## src/rtl/add_sub_pipe_64bit_pkg.sv

```systemverilog
// Shared constants for the 64-bit add/subtract pipeline: datapath width and flag-vector bit positions.
package add_sub_pipe_64bit_pkg;
    localparam int ASP_WIDTH = 64;
    localparam int NFLAGS    = 4;
    localparam int FLAG_C    = 3;
    localparam int FLAG_V    = 2;
    localparam int FLAG_Z    = 1;
    localparam int FLAG_N    = 0;
    localparam int CLA_GRP   = 4;

    typedef logic [NFLAGS-1:0] flags_t;
endpackage

```

## src/rtl/add_sub_pipe_64bit_cla.sv

```systemverilog
// 64-bit carry-lookahead adder: 4-bit lookahead groups, group carries chained.
module carry_lookahead_adder_64bit
    import add_sub_pipe_64bit_pkg::*;
(
    input  logic [63:0] a_i,
    input  logic [63:0] b_i,
    input  logic        cin_i,
    output logic [63:0] sum_o,
    output logic        cout_o
);
    localparam int NGRP = 64 / CLA_GRP;

    logic [63:0] g, p, c;

    assign g = a_i & b_i;
    assign p = a_i ^ b_i;

    for (genvar k = 0; k < NGRP; k++) begin : g_grp
        logic [3:0] gg, pp;
        logic       ci, co;
        assign gg = g[4*k +: 4];
        assign pp = p[4*k +: 4];
        // Group carry-in comes from the previous group's lookahead output.
        if (k == 0) begin : g_first
            assign ci = cin_i;
        end else begin : g_rest
            assign ci = g_grp[k-1].co;
        end
        assign c[4*k]   = ci;
        assign c[4*k+1] = gg[0] | (pp[0] & ci);
        assign c[4*k+2] = gg[1] | (pp[1] & gg[0]) | (pp[1] & pp[0] & ci);
        assign c[4*k+3] = gg[2] | (pp[2] & gg[1]) | (pp[2] & pp[1] & gg[0])
                        | (pp[2] & pp[1] & pp[0] & ci);
        assign co       = gg[3] | (pp[3] & gg[2]) | (pp[3] & pp[2] & gg[1])
                        | (pp[3] & pp[2] & pp[1] & gg[0]) | ((&pp) & ci);
    end

    assign sum_o  = p ^ c;
    assign cout_o = g_grp[NGRP-1].co;
endmodule

```

## src/rtl/add_sub_pipe_64bit.sv

```systemverilog
// Two-stage valid/ready add/subtract pipeline (S1 operands, S2 result + flags).
// Define ADD_SUB_PIPE_FLAGS_EN to compute and register C/V/Z/N; otherwise flags read 0.
module add_sub_pipe_64bit
    import add_sub_pipe_64bit_pkg::*;
#(
    parameter int WIDTH = ASP_WIDTH
) (
    input  logic             clk,
    input  logic             rst_n,
    input  logic             flush,
    input  logic             in_valid,
    output logic             in_ready,
    input  logic [WIDTH-1:0] op_a,
    input  logic [WIDTH-1:0] op_b,
    input  logic             op_sub,
    output logic             out_valid,
    input  logic             out_ready,
    output logic [WIDTH-1:0] result,
    output logic             flag_c,
    output logic             flag_v,
    output logic             flag_z,
    output logic             flag_n
);
    if (WIDTH != ASP_WIDTH) begin : g_width_chk
        $error("add_sub_pipe_64bit: WIDTH must be 64");
    end

    logic             v1_q, v1_d, v2_q, v2_d;
    logic [WIDTH-1:0] a_q, b_q, res_q, sum;
    logic             cin_q;
    logic             s1_adv, in_xfer, s2_load;
`ifdef ADD_SUB_PIPE_FLAGS_EN
    logic             cout;
`else
    logic             cout_unused;
`endif

    assign s1_adv   = !v2_q || out_ready;
    assign in_ready = flush || !v1_q || s1_adv;
    assign in_xfer  = in_valid && in_ready && !flush;
    assign s2_load  = v1_q && s1_adv && !flush;

    always_comb begin
        v1_d = v1_q;
        v2_d = v2_q;
        if (flush) begin
            v1_d = 1'b0;
            v2_d = 1'b0;
        end else begin
            if (s1_adv) begin
                v2_d = v1_q;
                v1_d = 1'b0;
            end
            if (in_xfer) v1_d = 1'b1;
        end
    end

    always_ff @(posedge clk or negedge rst_n) begin
        if (!rst_n) begin
            v1_q <= 1'b0;
            v2_q <= 1'b0;
        end else begin
            v1_q <= v1_d;
            v2_q <= v2_d;
        end
    end

    // Operand B is pre-inverted so the adder always computes A + B' + cin.
    always_ff @(posedge clk or negedge rst_n) begin
        if (!rst_n) begin
            a_q   <= '0;
            b_q   <= '0;
            cin_q <= 1'b0;
        end else if (in_xfer) begin
            a_q   <= op_a;
            b_q   <= op_b ^ {WIDTH{op_sub}};
            cin_q <= op_sub;
        end
    end

    carry_lookahead_adder_64bit u_cla (
        .a_i    (a_q),
        .b_i    (b_q),
        .cin_i  (cin_q),
        .sum_o  (sum),
`ifdef ADD_SUB_PIPE_FLAGS_EN
        .cout_o (cout)
`else
        .cout_o (cout_unused)
`endif
    );

    always_ff @(posedge clk or negedge rst_n) begin
        if (!rst_n)       res_q <= '0;
        else if (s2_load) res_q <= sum;
    end

`ifdef ADD_SUB_PIPE_FLAGS_EN
    flags_t flags_q, flags_d;

    always_comb begin
        flags_d         = '0;
        flags_d[FLAG_C] = cout;
        flags_d[FLAG_V] = (a_q[WIDTH-1] == b_q[WIDTH-1]) && (sum[WIDTH-1] != a_q[WIDTH-1]);
        flags_d[FLAG_Z] = (sum == '0);
        flags_d[FLAG_N] = sum[WIDTH-1];
    end

    always_ff @(posedge clk or negedge rst_n) begin
        if (!rst_n)       flags_q <= '0;
        else if (s2_load) flags_q <= flags_d;
    end

    assign flag_c = flags_q[FLAG_C];
    assign flag_v = flags_q[FLAG_V];
    assign flag_z = flags_q[FLAG_Z];
    assign flag_n = flags_q[FLAG_N];
`else
    assign flag_c = 1'b0;
    assign flag_v = 1'b0;
    assign flag_z = 1'b0;
    assign flag_n = 1'b0;
`endif

    assign out_valid = v2_q;
    assign result    = res_q;
endmodule

```

## config.mk

```make
export PLATFORM = sky130hd
export DESIGN_NAME = add_sub_pipe_64bit
export DESIGN_NICKNAME = d
export VERILOG_FILES = /design/src/rtl/add_sub_pipe_64bit_pkg.sv /design/src/rtl/add_sub_pipe_64bit_cla.sv /design/src/rtl/add_sub_pipe_64bit.sv
export SDC_FILE = /design/constraint.sdc
export NUM_CORES = 1
export LEC_CHECK = 0
export ABC_AREA = 1
export BUFFER_PORTS_ARGS = -buffer_cell sky130_fd_sc_hd__buf_2
export CAP_MARGIN = 20
export CORE_ASPECT_RATIO = 1.4
export CORE_MARGIN = 3
export CORE_UTILIZATION = 25
export DETAILED_ROUTE_END_ITERATION = 8
export GPL_TIMING_DRIVEN = 0
export HOLD_SLACK_MARGIN = 0.1
export MAX_ROUTING_LAYER = met4
export PLACE_DENSITY = 0.4
export SETUP_SLACK_MARGIN = 0.5
export SLEW_MARGIN = 20
export SYNTH_ARGS = -nofsm -noshare
export SYNTH_HDL_FRONTEND = slang
export SYNTH_SLANG_ARGS = --single-unit
```

## constraint.sdc

```tcl
create_clock -name clk -period 4.58 [get_ports clk]
set_clock_uncertainty 0.15 [all_clocks]
set_input_delay 0.916 -clock clk [delete_from_list [all_inputs] [get_ports clk]]
set_output_delay 0.916 -clock clk [all_outputs]
set_load 0.02 [all_outputs]
```

==> results of run 1 <==
[power by group]
group          switching, mW  internal [mW]  leakage, nW
clock network          0.737          0.883        0.298
registers              0.282           2.12         2.43
logic                   1.25          0.847         3.91
[path summary, 6_finish.rpt]
kind	cells after the start	from	to	slack [ns]
min in group clk	2	result[20]	result[20]	0.33
min	1	rst_n	a_q[51]	0.22
max	35	b_q[2]	result[61]	0.69
max in group asynchronous	3	rst_n	result[25]	2.93
max reg2reg	35	b_q[2]	result[61]	0.69
min reg2reg	2	result[20]	result[20]	0.33
[layout make-up]
| class | instances | area share, % |
|---|---|---|
| Antenna cell | 3 | 0.0580 |
| Buffer | 51 | 1.66 |
| Clock buffer | 18 | 3.39 |
| Clock inverter | 14 | 1.36 |
| Inverter | 35 | 1.01 |
| Multi-Input combinational cell | 852 | 40.0 |
| Sequential cell | 195 | 37.7 |
| Tap cell | 534 | 5.16 |
| Timing Repair Buffer | 226 | 9.70 |
[per-layer routing]
metal	GRT usage [%]	vias to the layer above	part of all wire (%)
met2	26.1	173	50
met1	18.4	3922	43
li1	-	4125	-
met5	-	-	0
met4	4.42	0	1.5
met3	3.29	23	4.8
[state kept, by name, indices dropped and copies added (netlist names)]
signal     cells
b_q           64
cin_q          1
a_q           64
result        64
out_valid      1
v1_q           1
[metrics by stage]
| stage | hold WS [ns] | setup TNS [ns] | total power [mW] | setup WS [ns] |
|---|---|---|---|---|
| 6_report | 0.225 | 0 | 6.12 | 0.689 |
| 5_1_grt | 0.237 | 0 | 6.59 | 0.465 |
| 4_1_cts | 0.229 | 0 | 6.16 | 0.503 |
| 3_5_place_dp | 0.304 | 0 | 4.47 | 0.328 |
| 3_3_place_gp | 0.305 | -249.07 | 4.44 | -1.31 |
| 2_1_floorplan | 0.298 | 0 | 3.70 | 0.909 |
[critical path, delay by kind of cell, from the launching register on]
| kind | cells | cell delay, ns |
|---|---|---|
| compound gates | 1 | 0.08 |
| xor+xnor | 1 | 0.19 |
| fa+ha+maj | 2 | 0.68 |
| buf+inv | 1 | 0.14 |
| flops | 1 | 0.42 |
| simple gates | 30 | 2.08 |
[what timing repair did]
item,in CTS,in global routing
pin swaps,3,15
setup buffers,2,23
resized for setup,8,16
endpoints found under the setup margin,3,3
cloned,0,0
[placed cells by master, fill, tap and decap left out, types with 2 or more instances in the layout]
master	netlist	layout
ha_1	63	57
clkbuf_1	41	40
nand2_4	21	29
clkinv_2	0	2
buf_2	0	197
nor2_1	28	27
conb_1	1	4
bufinv_16	0	3
nand2_1	407	404
inv_6	0	5
nor3_1	5	4
buf_4	6	31
fa_1	16	15
nand3_1	20	20
buf_16	0	2
o21ai_0	113	112
diode_2	0	3
a21oi_1	39	37
a21oi_2	0	2
o31ai_1	2	2
buf_1	4	4
dfrtp_1	195	195
xor2_1	24	24
clkinvlp_4	0	2
a211oi_2	1	2
clkinv_4	0	2
o21ai_1	2	3
xnor2_1	81	80
clkbuf_16	0	17
ha_4	0	6
nand2_2	10	5
inv_1	33	33
o21bai_1	9	9
[logic make-up (layout without fill, tap and decap cells)]
family                     Yosys count  count (layout)  share of synthesized area, %
adders and majority gates           79              79                          10.8
DFF                                195             195                          47.7
buffers and inverters               86             344                          3.37
xor gates and xnor gates           105             105                          8.99
AOI/OAI and AO/OA                  170             170                          8.76
and+or+nand+nor                    494             494                          20.3
other                                1               7                        0.0366
==> impl_metrics.tcl, run 1 <==
set metrics [dict create \
    outcome "completed" \
    grt_pass1_wl_um 49200 \
    tightest_slew_ns 0.844 \
    synthDistinctLibCells 30 \
    vias 8243 \
    io_pins 204 \
    end_kind "flop" \
    synth_common_cells "nand2_1, dfrtp_1, o21ai_0" \
    fmax_ghz 0.257 \
    yosys_warnings 0 \
    setup_viol 0 \
    cp_data_required_time_ns 4.75 \
    dpl_cell_area_um2 12000 \
    multiInputGateArea_um2 5170 \
    worst-setup-path-type "flop to flop" \
    synth_cells 1130 \
    crit_slowest_cell "dfrtp_1" \
    grt_max_degree 82 \
    slowest_delay_ns 0.42 \
    drc 0 \
    htreeDepth 4 \
    start_util_pct 25.3 \
    min_period_ns 3.89 \
    fin_area_um2 12900 \
    critPathLaunchType "flop" \
    maxCapViolCount 0 \
    hold_path.class "input pin to asynchronous set/reset pin" \
    dpl.hpwl_um 23800 \
    ir_drop_mv 0.259 \
    slew_headroom_pct 43.7 \
    rsz0062_at_grt "no" \
    regArea_um2 4880 \
    gp_congestion 0.754 \
    cts_buffers 17 \
    synth_edf_count 0 \
    fin_nets 1591 \
    num_rows 87 \
    via_per_inst 4.28 \
    postSynth.asyncResetShare_pct 100 \
    cp.arrival_ns 4.06 \
    syn_avg_cell_area_um2 9.06 \
    drv_slew 0 \
    cellPowerDensity_nw_per_um2 473 \
    cp_max_fo 3 \
    synth_top_area_cell "dfrtp_1" \
    utilization_pct 32.1 \
    instances_no_fill 1928 \
    p_leak_nw 6.63 \
    totalWireLength_um 31500 \
    gr-total-overflow 0 \
    fin_crit_sh_pct 84.9 \
    first_iter_violations 236 \
    antenna_found_initial 3 \
    synth_seq_area_share_pct 47.7 \
    cts_tree "built" \
    ant_nets 0 \
    critPathMostFrequentCell "nand2_4" \
    coreArea_um2 40400 \
    area_growth_pct 26.5 \
    synth_area_leaders "dfrtp_1, nand2_1, ha_1" \
    wl_per_cell_um 16.3 \
    cts-root-buf "clkbuf_16" \
    drive_gt1_share_pct 22.6 \
    hold_viol 0 \
    yosys_register_bits 195 \
    dpl.cell_count 1868 \
    grt_pass1_vias 8763 \
    dr.pass1.iters 4 \
    clk_pin_slew_ns 0.08 \
    nFillCells 4314 \
    synth_most_common_cell "nand2_1" \
    synth_area_um2 10200 \
    die_h_um 245 \
    insertion_delay_ns 0.46 \
    die_x_um 177 \
    cts_hold_buf 0 \
    grt_use_total_pct 15.4 \
    clock_sinks 195 \
    dieArea_um2 43400 \
    yosys_most_used_dff "dfrtp_1" \
    synth_top_area_share_pct 47.7 \
    clockBufferDepth 2 \
    portBuffers 198 \
]
Note: power is estimated with default switching activity, not from simulation.
==> inputs of run 2 (changes only) <==
ABC_AREA = 0   (was 1)
PLACE_DENSITY = 0.41   (was 0.4)
clock period = 3.3 ns   (was 4.58 ns; I/O delays follow)
==> impl_metrics.tcl, run 2 <==
set metrics [dict create \
    yosys_register_bits 195 \
    first_iter_violations 254 \
    maxCapViolCount 0 \
    setup_viol 11 \
    insertion_delay_ns 0.46 \
    clockBufferDepth 2 \
    dpl.hpwl_um 23900 \
    layout_common_cells "buf_2, dfrtp_1, nand2_1" \
    fin_nets 1467 \
    ir_drop_mv 0.375 \
    synthDistinctLibCells 54 \
    critPathBufInv 3 \
    total_power_mw 9.93 \
    start_util_pct 25.4 \
    gp_congestion 0.784 \
    drv_slew 0 \
    synth_area_leaders "dfrtp_1, xnor2_1, ha_1" \
    totalWireLength_um 32700 \
    ant_nets 0 \
    postSynth.asyncResetShare_pct 100 \
    syn_avg_cell_area_um2 10.7 \
    synth_edf_count 0 \
    cp.arrival_ns 3.59 \
    yosys_warnings 0 \
    synth_common_cells "dfrtp_1, nand2_1, a21oi_1" \
    grt_pass1_vias 8694 \
    end_kind "flop" \
    worst-setup-path-type "flop to flop" \
    hold_viol 0 \
    synth_top_area_cell "dfrtp_1" \
    drc 0 \
    synth_area_um2 10300 \
    grt_max_degree 88 \
    dr.pass1.iters 4 \
    crit_family "simple AND/OR/NAND/NOR gates" \
    drive_gt1_share_pct 39.2 \
    p_leak_nw 6.21 \
    synth_top_area_share_pct 47.5 \
    wl_per_cell_um 18.2 \
    vias 7993 \
    die_h_um 246 \
    yosys_most_used_dff "dfrtp_1" \
    area_growth_pct 36.5 \
    cts-root-buf "clkbuf_16" \
    grt_pass1_wl_um 50100 \
    path_cells "ha_1 -> nand4_1 -> nor4_4 -> nand4_1 -> buf_6 -> o32ai_4 -> a31oi_4 -> o2111a_2 -> o31ai_4 -> buf_4 -> buf_6 -> a211oi_4 -> xnor2_1 -> o21ai_1" \
    synth_most_common_cell "dfrtp_1" \
    slew_headroom_pct 39.5 \
    outcome "complete, but fails checks" \
    fin_crit_sh_pct 104 \
    num_rows 87 \
    clock_sinks 195 \
    grt_use_total_pct 15.8 \
    die_x_um 177 \
    cp_max_fo 3 \
    tightest_slew_ns 0.907 \
    gr-total-overflow 0 \
    crit_slowest_cell "nor4_4" \
    coreArea_um2 40400 \
    synth_cells 963 \
    portBuffers 198 \
    antenna_found_initial 1 \
    htreeDepth 4 \
    min_period_ns 3.42 \
    final_common_cell "buf_2" \
    fmax_ghz 0.292 \
    violations "negative setup slack" \
    synth_seq_area_share_pct 47.5 \
    via_per_inst 4.44 \
    cts_buffers 17 \
    dieArea_um2 43600 \
    clk_pin_slew_ns 0.08 \
    rsz0062_at_grt "yes" \
    holdWs_ns 0.272 \
    cellPowerDensity_nw_per_um2 709 \
    critPathLaunchType "flop" \
    hold_path.class "input pin to flop" \
    io_pins 204 \
    cp_data_required_time_ns 3.47 \
    setup_slack_ns -0.119 \
    cts_tree "built" \
    slowest_delay_ns 0.48 \
]
## run 2: cell count changes after synthesis, sizes merged, moves of 5 or more
cell	previous run	this run
o21ai	115	62
a21o	0	23
xor2	24	13
inv	34	13
xnor2	81	93
nor2	28	77
nand4	1	7
nand2b	0	5
mux2	0	65
a21oi	39	99
nand3	21	8
nand2	438	117
## run 2: what timing repair did
action	CTS	global route
pin swaps	34	49
setup endpoints to repair	128	70
buffers inserted	32	35
endpoints found under the hold margin	28	0
hold buffers	1	0
resized for setup	68	101
## run 2: layer usage
| metal | track usage, % | vias up | share of wire [%] |
|---|---|---|---|
| li1 | - | 3889 | - |
| met1 | 17.6 | 3911 | 40 |
| met2 | 27.7 | 157 | 53 |
| met3 | 2.95 | 36 | 3.6 |
| met4 | 6.10 | 0 | 2.5 |
| met5 | - | - | 0 |
## run 2: area by class of cell
| cell class | count | area, um^2 |
|---|---|---|
| Tap cell | 534 | 668 |
| Clock inverter | 11 | 101 |
| Buffer | 46 | 216 |
| Multi-Input combinational cell | 712 | 5970 |
| Fill cell | 4155 | 26400 |
| Antenna cell | 1 | 2.50 |
| Inverter | 13 | 48.8 |
| Sequential cell | 195 | 4880 |
| Clock buffer | 21 | 460 |
| Timing Repair Buffer | 269 | 1660 |
## run 2: final timing paths
| path | slack (ns) | cells past startpoint | from | end |
|---|---|---|---|---|
| min in group asynchronous | 0.49 | 2 | rst_n | a_q[63] |
| max in group asynchronous | 1.34 | 4 | rst_n | b_q[25] |
| setup reg to reg | -0.12 | 14 | a_q[16] | result[63] |
| setup / recovery | -0.12 | 14 | a_q[16] | result[63] |
| hold reg to reg | 0.31 | 2 | result[44] | result[44] |
| hold / removal | 0.27 | 2 | op_a[57] | a_q[57] |
## run 2: logic make-up after synthesis
kind of cell,share of synthesized area [%]
AO/OA/AOI/OAI,13.1
XOR/XNOR,9.05
adder cells (fa/ha/maj),10.8
buffers and inverters,2.41
flip-flops,47.5
multiplexers,7.13
other,0.0365
AND/OR/NAND/NOR,9.97
## run 2: through the flow
step	setup WS, ns	TNS (ns)	cell area (um^2)	cells	util (%)
6_report	-0.119	-0.627	14000	1802	34.7
5_1_grt	-0.198	-2.22	14000	1802	34.7
4_1_cts	-0.0325	-0.0728	13300	1766	32.9
3_5_place_dp	-0.981	-65.03	12100	1701	30.0
3_3_place_gp	-2.39	-626.50	12000	1698	29.8
2_1_floorplan	0.477	0	10400	966	-
## run 2: where the power goes
group / total [mW] / internal, mW / switching [mW]
Clock: 2.11 / 1.09 / 1.02
Combinational: 4.32 / 2.04 / 2.28
Sequential: 3.50 / 3.00 / 0.504
Total: 9.93 / 6.13 / 3.80
## run 2: worst reg2reg max path, delay by kind of cell, from the launching register on
kind | cells | cell delay [ns]
DFF | 1 | 0.39
adders and majority gates | 1 | 0.31
and+or+nand+nor | 3 | 0.90
xor gates and xnor gates | 1 | 0.21
buffers and inverters | 3 | 0.43
AOI/OAI and AO/OA | 6 | 0.91
